`config.mk`:
```
export PLATFORM = sky130hd
export DESIGN_NAME = coherence_bus_ctrl
export DESIGN_NICKNAME = d
export VERILOG_FILES = /design/src/rtl/cpu_types_pkg.sv /design/src/rtl/rr_arbiter.sv /design/src/rtl/coherence_bus_ctrl.sv
export SDC_FILE = /design/constraint.sdc
export NUM_CORES = 1
export LEC_CHECK = 0
export ABC_AREA = 1
export CORE_AREA = 2 2 197 199
export CTS_BUF_LIST = sky130_fd_sc_hd__clkbuf_16
export CTS_CLUSTER_DIAMETER = 200
export CTS_CLUSTER_SIZE = 16
export DETAILED_ROUTE_END_ITERATION = 10
export DIE_AREA = 0 0 199 201
export PLACE_DENSITY = 0.54
export SLEW_MARGIN = 15
export SYNTH_ARGS = -nofsm -noshare
export SYNTH_HDL_FRONTEND = slang
export SYNTH_SLANG_ARGS = --single-unit
export TNS_END_PERCENT = 20
```
`constraint.sdc`:
```
create_clock -name CLK -period 2 [get_ports CLK]
set_input_delay 0.4 -clock CLK [delete_from_list [all_inputs] [get_ports CLK]]
set_output_delay 0.4 -clock CLK [all_outputs]
set_load 0.005 [all_outputs]
```
`src/rtl/cpu_types_pkg.sv`:
```
// Shared CPU/memory types: bus word, RAM handshake state and coherence bus FSM states.
package cpu_types_pkg;
    localparam int WORD_W = 32;

    typedef logic [WORD_W-1:0] word_t;

    typedef enum logic [1:0] {
        FREE,
        BUSY,
        ACCESS,
        ERROR
    } ramstate_t;

    typedef enum logic [3:0] {
        IDLE,
        IFETCH,
        DWB1,
        DWB2,
        SNOOP,
        LOAD1,
        LOAD2,
        C2C1,
        C2C2
    } busstate_t;

    function automatic logic ram_stalled(input ramstate_t rs);
        return (rs == BUSY) || (rs == ERROR);
    endfunction
endpackage

```
`src/rtl/rr_arbiter.sv`:
```
// Two-requester round-robin picker; ptr names the cache favoured on the next tie,
// so it always holds the complement of the most recent grant.
module rr_arbiter (
    input  logic       clk,
    input  logic       rst,
    input  logic [1:0] req,
    input  logic       take,
    output logic       gnt,
    output logic       valid
);
    logic ptr;

    always_comb begin
        valid = |req;
        gnt   = (req == 2'b11) ? ptr : req[1];
    end

    always_ff @(posedge clk) begin
        if (rst) begin
            ptr <= 1'b0;
        end else if (take && valid) begin
            ptr <= ~gnt;
        end
    end
endmodule

```
`src/rtl/coherence_bus_ctrl.sv`:
```
// Two-cache snooping bus controller: arbitrates instruction fetches, write-backs and
// coherent data reads, serving reads from RAM or directly from the other cache.
module coherence_bus_ctrl
    import cpu_types_pkg::*;
#(
    parameter int CPUS = 2
) (
    input  logic                 CLK,
    input  logic                 RST,
    input  logic [CPUS-1:0]      iREN,
    input  logic [CPUS-1:0]      dREN,
    input  logic [CPUS-1:0]      dWEN,
    input  word_t [CPUS-1:0]     iaddr,
    input  word_t [CPUS-1:0]     daddr,
    input  word_t [CPUS-1:0]     dstore,
    input  logic [CPUS-1:0]      ccwrite,
    input  logic [CPUS-1:0]      cctrans,
    input  word_t                ramload,
    input  ramstate_t            ramstate,
    output logic [CPUS-1:0]      iwait,
    output logic [CPUS-1:0]      dwait,
    output word_t [CPUS-1:0]     iload,
    output word_t [CPUS-1:0]     dload,
    output logic                 ramREN,
    output logic                 ramWEN,
    output word_t                ramaddr,
    output word_t                ramstore,
    output logic [CPUS-1:0]      ccwait,
    output logic [CPUS-1:0]      ccinv,
    output word_t [CPUS-1:0]     ccsnoopaddr
);
    busstate_t       state;
    busstate_t       next_state;
    busstate_t       grant_state;
    logic            cur;
    logic            oth;
    logic            stall;
    logic            done;
    logic            take;
    logic            gnt;
    logic            req_valid;
    logic [CPUS-1:0] class_req;
    logic            unused_cctrans;

    assign oth            = ~cur;
    assign stall          = ram_stalled(ramstate);
    assign done           = (ramstate == ACCESS);
    assign take           = (state == IDLE) && !stall;
    assign unused_cctrans = ^cctrans;

    // Request class priority: write-backs, then coherent reads, then fetches.
    always_comb begin
        if (|dWEN) begin
            class_req   = dWEN;
            grant_state = DWB1;
        end else if (|dREN) begin
            class_req   = dREN;
            grant_state = SNOOP;
        end else begin
            class_req   = iREN;
            grant_state = IFETCH;
        end
    end

    rr_arbiter u_arb (
        .clk   (CLK),
        .rst   (RST),
        .req   (class_req),
        .take  (take),
        .gnt   (gnt),
        .valid (req_valid)
    );

    always_ff @(posedge CLK) begin
        if (RST) begin
            state <= IDLE;
            cur   <= 1'b0;
        end else begin
            state <= next_state;
            if (take && req_valid) begin
                cur <= gnt;
            end
        end
    end

    always_comb begin
        next_state = state;
        iwait      = '1;
        dwait      = '1;
        iload      = {CPUS{ramload}};
        dload      = {CPUS{ramload}};
        ramREN     = 1'b0;
        ramWEN     = 1'b0;
        ramaddr    = '0;
        ramstore   = '0;
        ccwait     = '0;
        ccinv      = '0;
        for (int c = 0; c < CPUS; c++) begin
            ccsnoopaddr[c] = daddr[CPUS-1-c];
        end

        case (state)
            IDLE: begin
                if (!stall && req_valid) begin
                    next_state = grant_state;
                end
            end
            IFETCH: begin
                if (!iREN[cur]) begin
                    next_state = IDLE;
                end else begin
                    ramREN   = 1'b1;
                    ramaddr  = iaddr[cur];
                    ramstore = dstore[cur];
                    if (done) begin
                        iwait[cur] = 1'b0;
                        next_state = IDLE;
                    end
                end
            end
            DWB1, DWB2: begin
                if (!dWEN[cur]) begin
                    next_state = IDLE;
                end else begin
                    ramWEN   = 1'b1;
                    ramaddr  = daddr[cur];
                    ramstore = dstore[cur];
                    if (done) begin
                        dwait[cur] = 1'b0;
                        next_state = (state == DWB1) ? DWB2 : IDLE;
                    end
                end
            end
            SNOOP: begin
                if (!dREN[cur]) begin
                    next_state = IDLE;
                end else begin
                    ccwait[oth] = 1'b1;
                    ccinv[oth]  = ccwrite[cur];
                    if (!stall) begin
                        next_state = dWEN[oth] ? C2C1 : LOAD1;
                    end
                end
            end
            LOAD1, LOAD2: begin
                if (!dREN[cur]) begin
                    next_state = IDLE;
                end else begin
                    ccwait[oth] = 1'b1;
                    ramREN      = 1'b1;
                    ramaddr     = daddr[cur];
                    if (done) begin
                        dwait[cur] = 1'b0;
                        next_state = (state == LOAD1) ? LOAD2 : IDLE;
                    end
                end
            end
            C2C1, C2C2: begin
                // The other cache's dirty block goes to the requester and to RAM at once.
                if (!dREN[cur]) begin
                    next_state = IDLE;
                end else begin
                    ccwait[oth] = 1'b1;
                    ramWEN      = 1'b1;
                    ramaddr     = daddr[oth];
                    ramstore    = dstore[oth];
                    dload[cur]  = dstore[oth];
                    if (done) begin
                        dwait[cur] = 1'b0;
                        dwait[oth] = 1'b0;
                        next_state = (state == C2C1) ? C2C2 : IDLE;
                    end
                end
            end
            default: next_state = IDLE;
        endcase

        // Reset silences the bus in the same cycle so an aborted transfer issues no strobe.
        if (RST) begin
            iwait    = '1;
            dwait    = '1;
            dload    = {CPUS{ramload}};
            ramREN   = 1'b0;
            ramWEN   = 1'b0;
            ramaddr  = '0;
            ramstore = '0;
            ccwait   = '0;
            ccinv    = '0;
        end
    end
endmodule

```
After elaboration in Yosys (flattened, before gate mapping)
Index checks and enable logic that the tools add are counted.

Bits in registers: 6. Bits of input ports: 238. Output and inout bits: 266. Logic and storage cells: 132.

$lt $le $gt $ge: 4. Equality and inequality tests: 18. Mux-type cells: 85. Bitwise operators: 6. Reduce and logical (&&, ||, !) cells: 16.

Operators by type and width (number): 2-to-1 mux 32 bit (20); 2-to-1 mux 64 bit (3); case mux 32 bit (4 select lines) (1); case mux 32 bit (3 select lines) (1); bitwise mux 64 bit (1); 2-to-1 mux 4 bit (12); 2-to-1 mux 2 bit (19); demux 32 bit (select 1 bit) (1); case mux 4 bit (6 select lines) (1); 2-to-1 mux 1 bit (18); equality test 4 x 3 -> 1 bit (second input constant) (4); inequality test 3 bit (second input constant) (5); OR reduction 2 bit (6); 2-to-1 mux 3 bit (3); equality test 4 x 2 -> 1 bit (second input constant) (2); equality test 2 bit (second input constant) (3); case mux 2 bit (3 select lines) (1); AND reduction 6 bit (1); logical AND 1 bit (5); OR reduction 5 bit (1); AND 2 bit (2); equality test 4 x 1 -> 1 bit (second input constant) (1); equality test 4 bit (second input constant) (1); logical NOT 4 bit (1); other kinds (10) (16).

Longest topological paths before layout
Depth after elaboration: 11. Gate-level depth with buffers: 12. Depth with buffers taken out: 11.

Hierarchy
From an unflattened synthesis, not the netlist that was laid out.

Cell total of the unflattened synthesis: 1148. Area total of the unflattened synthesis: 5765.5 µm².

Modules (own cells, without submodules): coherence_bus_ctrl (instances 1, cells an instance 1140, area each 5706.7 µm²); rr_arbiter (instances 1, cells an instance 8, area each 58.8 µm²).

Worst setup path before layout
No wires, ideal clock.

Path type: register -> output. From: reg state[2]. To: out dload[38] (netlist name). Data arrival time: 1451 ps. Data required time: 1600 ps. Path slack: 149 ps. Stages on the path, launching flop included: 9. Buffers on the path: 1. Cell sequence: dfxtp_1 > inv_2 > nor2_4 > nand2_2 > nand2_4 > nand2_4 > nor2_8 > buf_6 > mux2_1.

RTL lines: start: declaration (line coherence_bus_ctrl.sv:32) `busstate_t state;`; start signal: assignment (line coherence_bus_ctrl.sv:79) `state <= next_state;`; end: declaration (line coherence_bus_ctrl.sv:23) `output word_t [CPUS-1:0] dload,`.

Final worst setup path
From: reg cur. To: out ramstore[14].

Longest elaborated chain between the ends: 5. Elaborated cells between the ends (all ways): 15.

RTL lines: start: declaration (line coherence_bus_ctrl.sv:35) `logic cur;`; start signal: assignment (line coherence_bus_ctrl.sv:81) `cur <= gnt;`; 2-to-1 mux 32 bit (implied by the code), or another cell as far along (2 in a row) (line coherence_bus_ctrl.sv:166) `ramstore = dstore[oth];`; 2-to-1 mux 32 bit (on tied branches) (line coherence_bus_ctrl.sv:160, coherence_bus_ctrl.sv:109, coherence_bus_ctrl.sv:122); case mux 32 bit (3 select lines) * (line coherence_bus_ctrl.sv:102) `case (state)`; 2-to-1 mux 32 bit * (line coherence_bus_ctrl.sv:179) `if (RST) begin`; end: declaration (line coherence_bus_ctrl.sv:27) `output word_t ramstore,`.

Mark *: on every way between the ends. The rest lies on a longest branch, timed or not. The select of a mux whose other input is x is not followed.

==> results.md <==
- Part of the total power dissipated in sequential elements: 3.6%
- Via-to-Cell Ratio: 4.10
- Synthesized area per cell: 5.36 sq um
- Total number of yosys warnings: 0
- First-iteration detailed-routing DRC count: 266
- Failing checks: negative setup slack
- Fraction of synthesized area in multiplexers: 6.35%
- Number of standard-cell rows in the floorplan: 72
- Global route overflow: 0
- Number of remaining DRC errors: 0
- Net count after synthesis: 1,187
- Power density over cell area: 565 mW/mm^2
- CTS tree: built
- Global-route wire length before repair: 52,300 um
- Horizontal extent of the die: 199 um
- Post-layout min period: 2.54 ns
- Power share of the combinational group: 91.4%
- Minimum setup slack among reg-to-reg paths: 0.07 ns
- Final cycle utilization of the critical path: 127%
- Clock share of power: 5.0%
- FF-to-FF Start: state[3]$_SDFFE_PP0P_
- Count of nets left with antenna violations after detail routing: 0
- Async set-reset flop share out of synthesis: 0%
- Total vias in the final route: 8,166
- Cell taking the most area after synthesis: nand2_1
- Initial core utilization: 13.3%
- Post-layout instance area: 0.0118 sq mm
- Final clock skew: 0.00350 ns
- Final-layout worst hold slack: 0.528 ns
- Primary flip-flop cell chosen by synthesis mapping: dfxtp_1
- Pin count of the biggest net entering global routing: 51
- Transition at the pin with the smallest max-transition slack: 0.438 ns
- Status: complete, but fails checks
- Fin nets: 1,707
- Fraction of the yosys area taken by sequential cells: 2.36%
- Post-DR wirelength/cell: 18.9 um
- Clk Tree Root Cell: clkbuf_16
- Register cell area after layout: 134 sq um
- Area of the core region: 0.0381 sq mm
- Clock insertion delay at the later pin of the skew report: 0.23 ns
- Synthesis-to-layout area growth: 132%
- Area of the die: 0.0400 sq mm
- Critical path endpoint category: output port
- Maxcap violations: 0
- Leading cell types by total area after synthesis: nand2_1 (31%), buf_4 (20%), inv_1 (7.3%), o21ai_2 (5.3%), a41oi_1 (5.2%)
- Die height: 201 um
- Post-synthesis cell area: 0.00508 sq mm
- Switching part of the total power: 46.7%
- Number of hold buffers added after CTS: 0
- Worst Hold Class: reg2reg
- Pre-Repair DR Iteration Count: 4
- Flop and latch count out of synthesis: 6
- LEAKAGE: 5.64 nW
- WP data required: 1.60 ns
- Worst setup slack after placement: -1.11 ns
- Area of the multi-input gates: 0.00389 sq mm
- RSZ-0062 raised after global routing: true
- Fillcell total: 4,208
- Post-synth top cells: nand2_1 (416), buf_4 (135), inv_1 (99)
- Clock transition at the registers of the reported paths: 0.04 ns
- Area post-placement: 0.0107 sq mm
- Worst-path fanout max: 7
- Final Total Pwr: 6.66 mW
- Area share of the leading cell type in the synthesized netlist: 30.7%
- Peak clock frequency supported by timing: 393 MHz
- Number of global-route vias before repair: 8,101
- Area share of fa/ha/maj cells after synthesis: 0%
- Capture point of the worst reg-to-reg path: state[1]$_SDFFE_PP0P_
- End point of the worst hold path: state[3]$_SDFFE_PP0P_
- Simple-gate share of the synthesized area: 40.3%
- DRT Wirelength: 37,600 um
- Main combinational cell family by area after synthesis: simple AND/OR/NAND/NOR gates
- Final number of hold-violating endpoints: 0
- Final Max Tran Viols: 0
- Maximum vdd drop: 0.364 mV
- Worst rel slew slack: 70.5%
- Share of post-route cells with drive strength above 1: 34.3%
- Maximum clock insertion buffer count: 2
- Placer congestion estimate: 0.846
- Number of setup violations in the final report: 134
- I/O pin total: 504
- Post-synthesis cell count: 949
- Complex-gate fraction of the synthesized area: 17.6%
- Switching Power: 3.11 mW
- Most repeated cell in the gate-level netlist after synthesis: nand2_1
- Number of buffers created by CTS: 3
- Category of the worst setup path launch point: flop
- Launch point of the worst hold path: state[3]$_SDFFE_PP0P_
- WHS Path Cells: 2
- Start-to-end type of the worst setup path: reg2out
- Netlist cell types: 37
- Setup slack after layout: -0.543 ns
- Number of clock sinks: 6
- H-tree depth: 1
- Post-synth EDFFs: 0
- Internal Dissipation: 3.55 mW
- Data arrival time of the worst path: 2.14 ns
- XOR/XNOR share of the synthesized area: 0%
- GR Util All Layers: 17.5%
- Number of antenna violations at the first check in global routing: 10
- Number of cells on the worst reg-to-reg path: 14
- Count of port buffers added during placement: 501
- Placed wire-length estimate: 29,000 um
==> cells in the final DEF, fill, tap and decap left out, types with 6 or more instances in the layout <==
master	instances
nand2_1	388
clkdlybuf4s50_1	331
buf_4	135
inv_1	93
buf_2	87
o21ai_2	46
nand3_1	42
buf_6	30
clkbuf_2	28
a41oi_2	27
dlygate4sd2_1	24
buf_12	23
nand2_2	22
mux2i_1	19
o21ai_1	16
nor2_1	13
nand2_4	12
dlymetal6s2s_1	12
inv_2	11
buf_16	10
o21ai_4	8
nor2_4	7
mux2_4	7
clkdlybuf4s15_2	7
o21ai_0	6
==> power by group through the flow <==
stage	clock [mW]	combinational (mW)	sequential [mW]
2_1_floorplan	0	2.20	0.202
3_3_place_gp	0	4.94	0.212
3_5_place_dp	0	4.97	0.213
4_1_cts	0.333	6.21	0.237
5_1_grt	0.348	6.57	0.245
6_report	0.334	6.09	0.239
==> routing by layer <==
metal	track usage [%]	up-vias	share of wire, %
li1	-	3921	-
met5	0	-	0.13
met1	19.0	3759	37
met3	3.61	57	7.9
met2	32.8	421	52
met4	6.61	8	3.3
==> critical path, cell delays in order (launching register included) <==
cell and delay (ns):
dfxtp_4 0.35, buf_8 0.13, buf_6 0.11, o21ai_4 0.12, nand2_2 0.08, inv_2 0.09, nor2_4 0.05, buf_6 0.11
nor2_4 0.10, nor2_4 0.07, buf_6 0.12, buf_8 0.13, buf_4 0.13, o21ai_2 0.10, nand2_1 0.06, inv_1 0.04
buf_2 0.11
==> state kept, by name (all words and copies together) (netlist names) <==
name       count
state          4
cur            1
u_arb.ptr      1
==> final cells by class <==
| type | instances | area share [%] |
|---|---|---|
| inverters | 107 | 3.53 |
| repair buffers | 697 | 56.1 |
| well taps | 518 | 5.49 |
| diodes | 5 | 0.106 |
| multi-input cells | 654 | 33.0 |
| flip-flops and latches | 6 | 1.13 |
| clock buffers | 3 | 0.636 |
==> repair_timing <==
| item | CTS | global route |
|---|---|---|
| gates resized for setup | 544 | 184 |
| cloned | 13 | 2 |
| endpoints found under the setup margin | 162 | 152 |
| pin swaps | 24 | 28 |
| buffers inserted | 38 | 10 |
==> worst max-delay path by stage <==
stage	start	end	slack, ns	cells past startpoint
global route	cur$_SDFFE_PP0P_	ramstore[28]	-0.64	16
detailed placement	iREN[0]	ramstore[12]	-1.11	14
finish	cur$_SDFFE_PP0P_	ramstore[14]	-0.54	16
CTS	cur$_SDFFE_PP0P_	ramstore[28]	-0.58	17
global placement	iREN[0]	ramstore[12]	-1.14	14
floorplan	state[2]$_SDFFE_PP0P_	dload[38]	0.15	8
==> kinds of logic after synthesis <==
logic type | after synthesis
simple gates | 503
flops | 6
mux | 31
compound gates | 120
buf+inv | 289
==> through the flow <==
stage	cells	util, %	setup TNS, ns
6_report	1990	31.0	-39.15
3_3_place_gp	1928	28.2	-124.24
3_5_place_dp	1928	28.2	-124.20
2_1_floorplan	949	-	0
4_1_cts	1981	30.8	-50.93
5_1_grt	1988	30.9	-52.46
No activity file was read; power rests on OpenSTA's default activity.
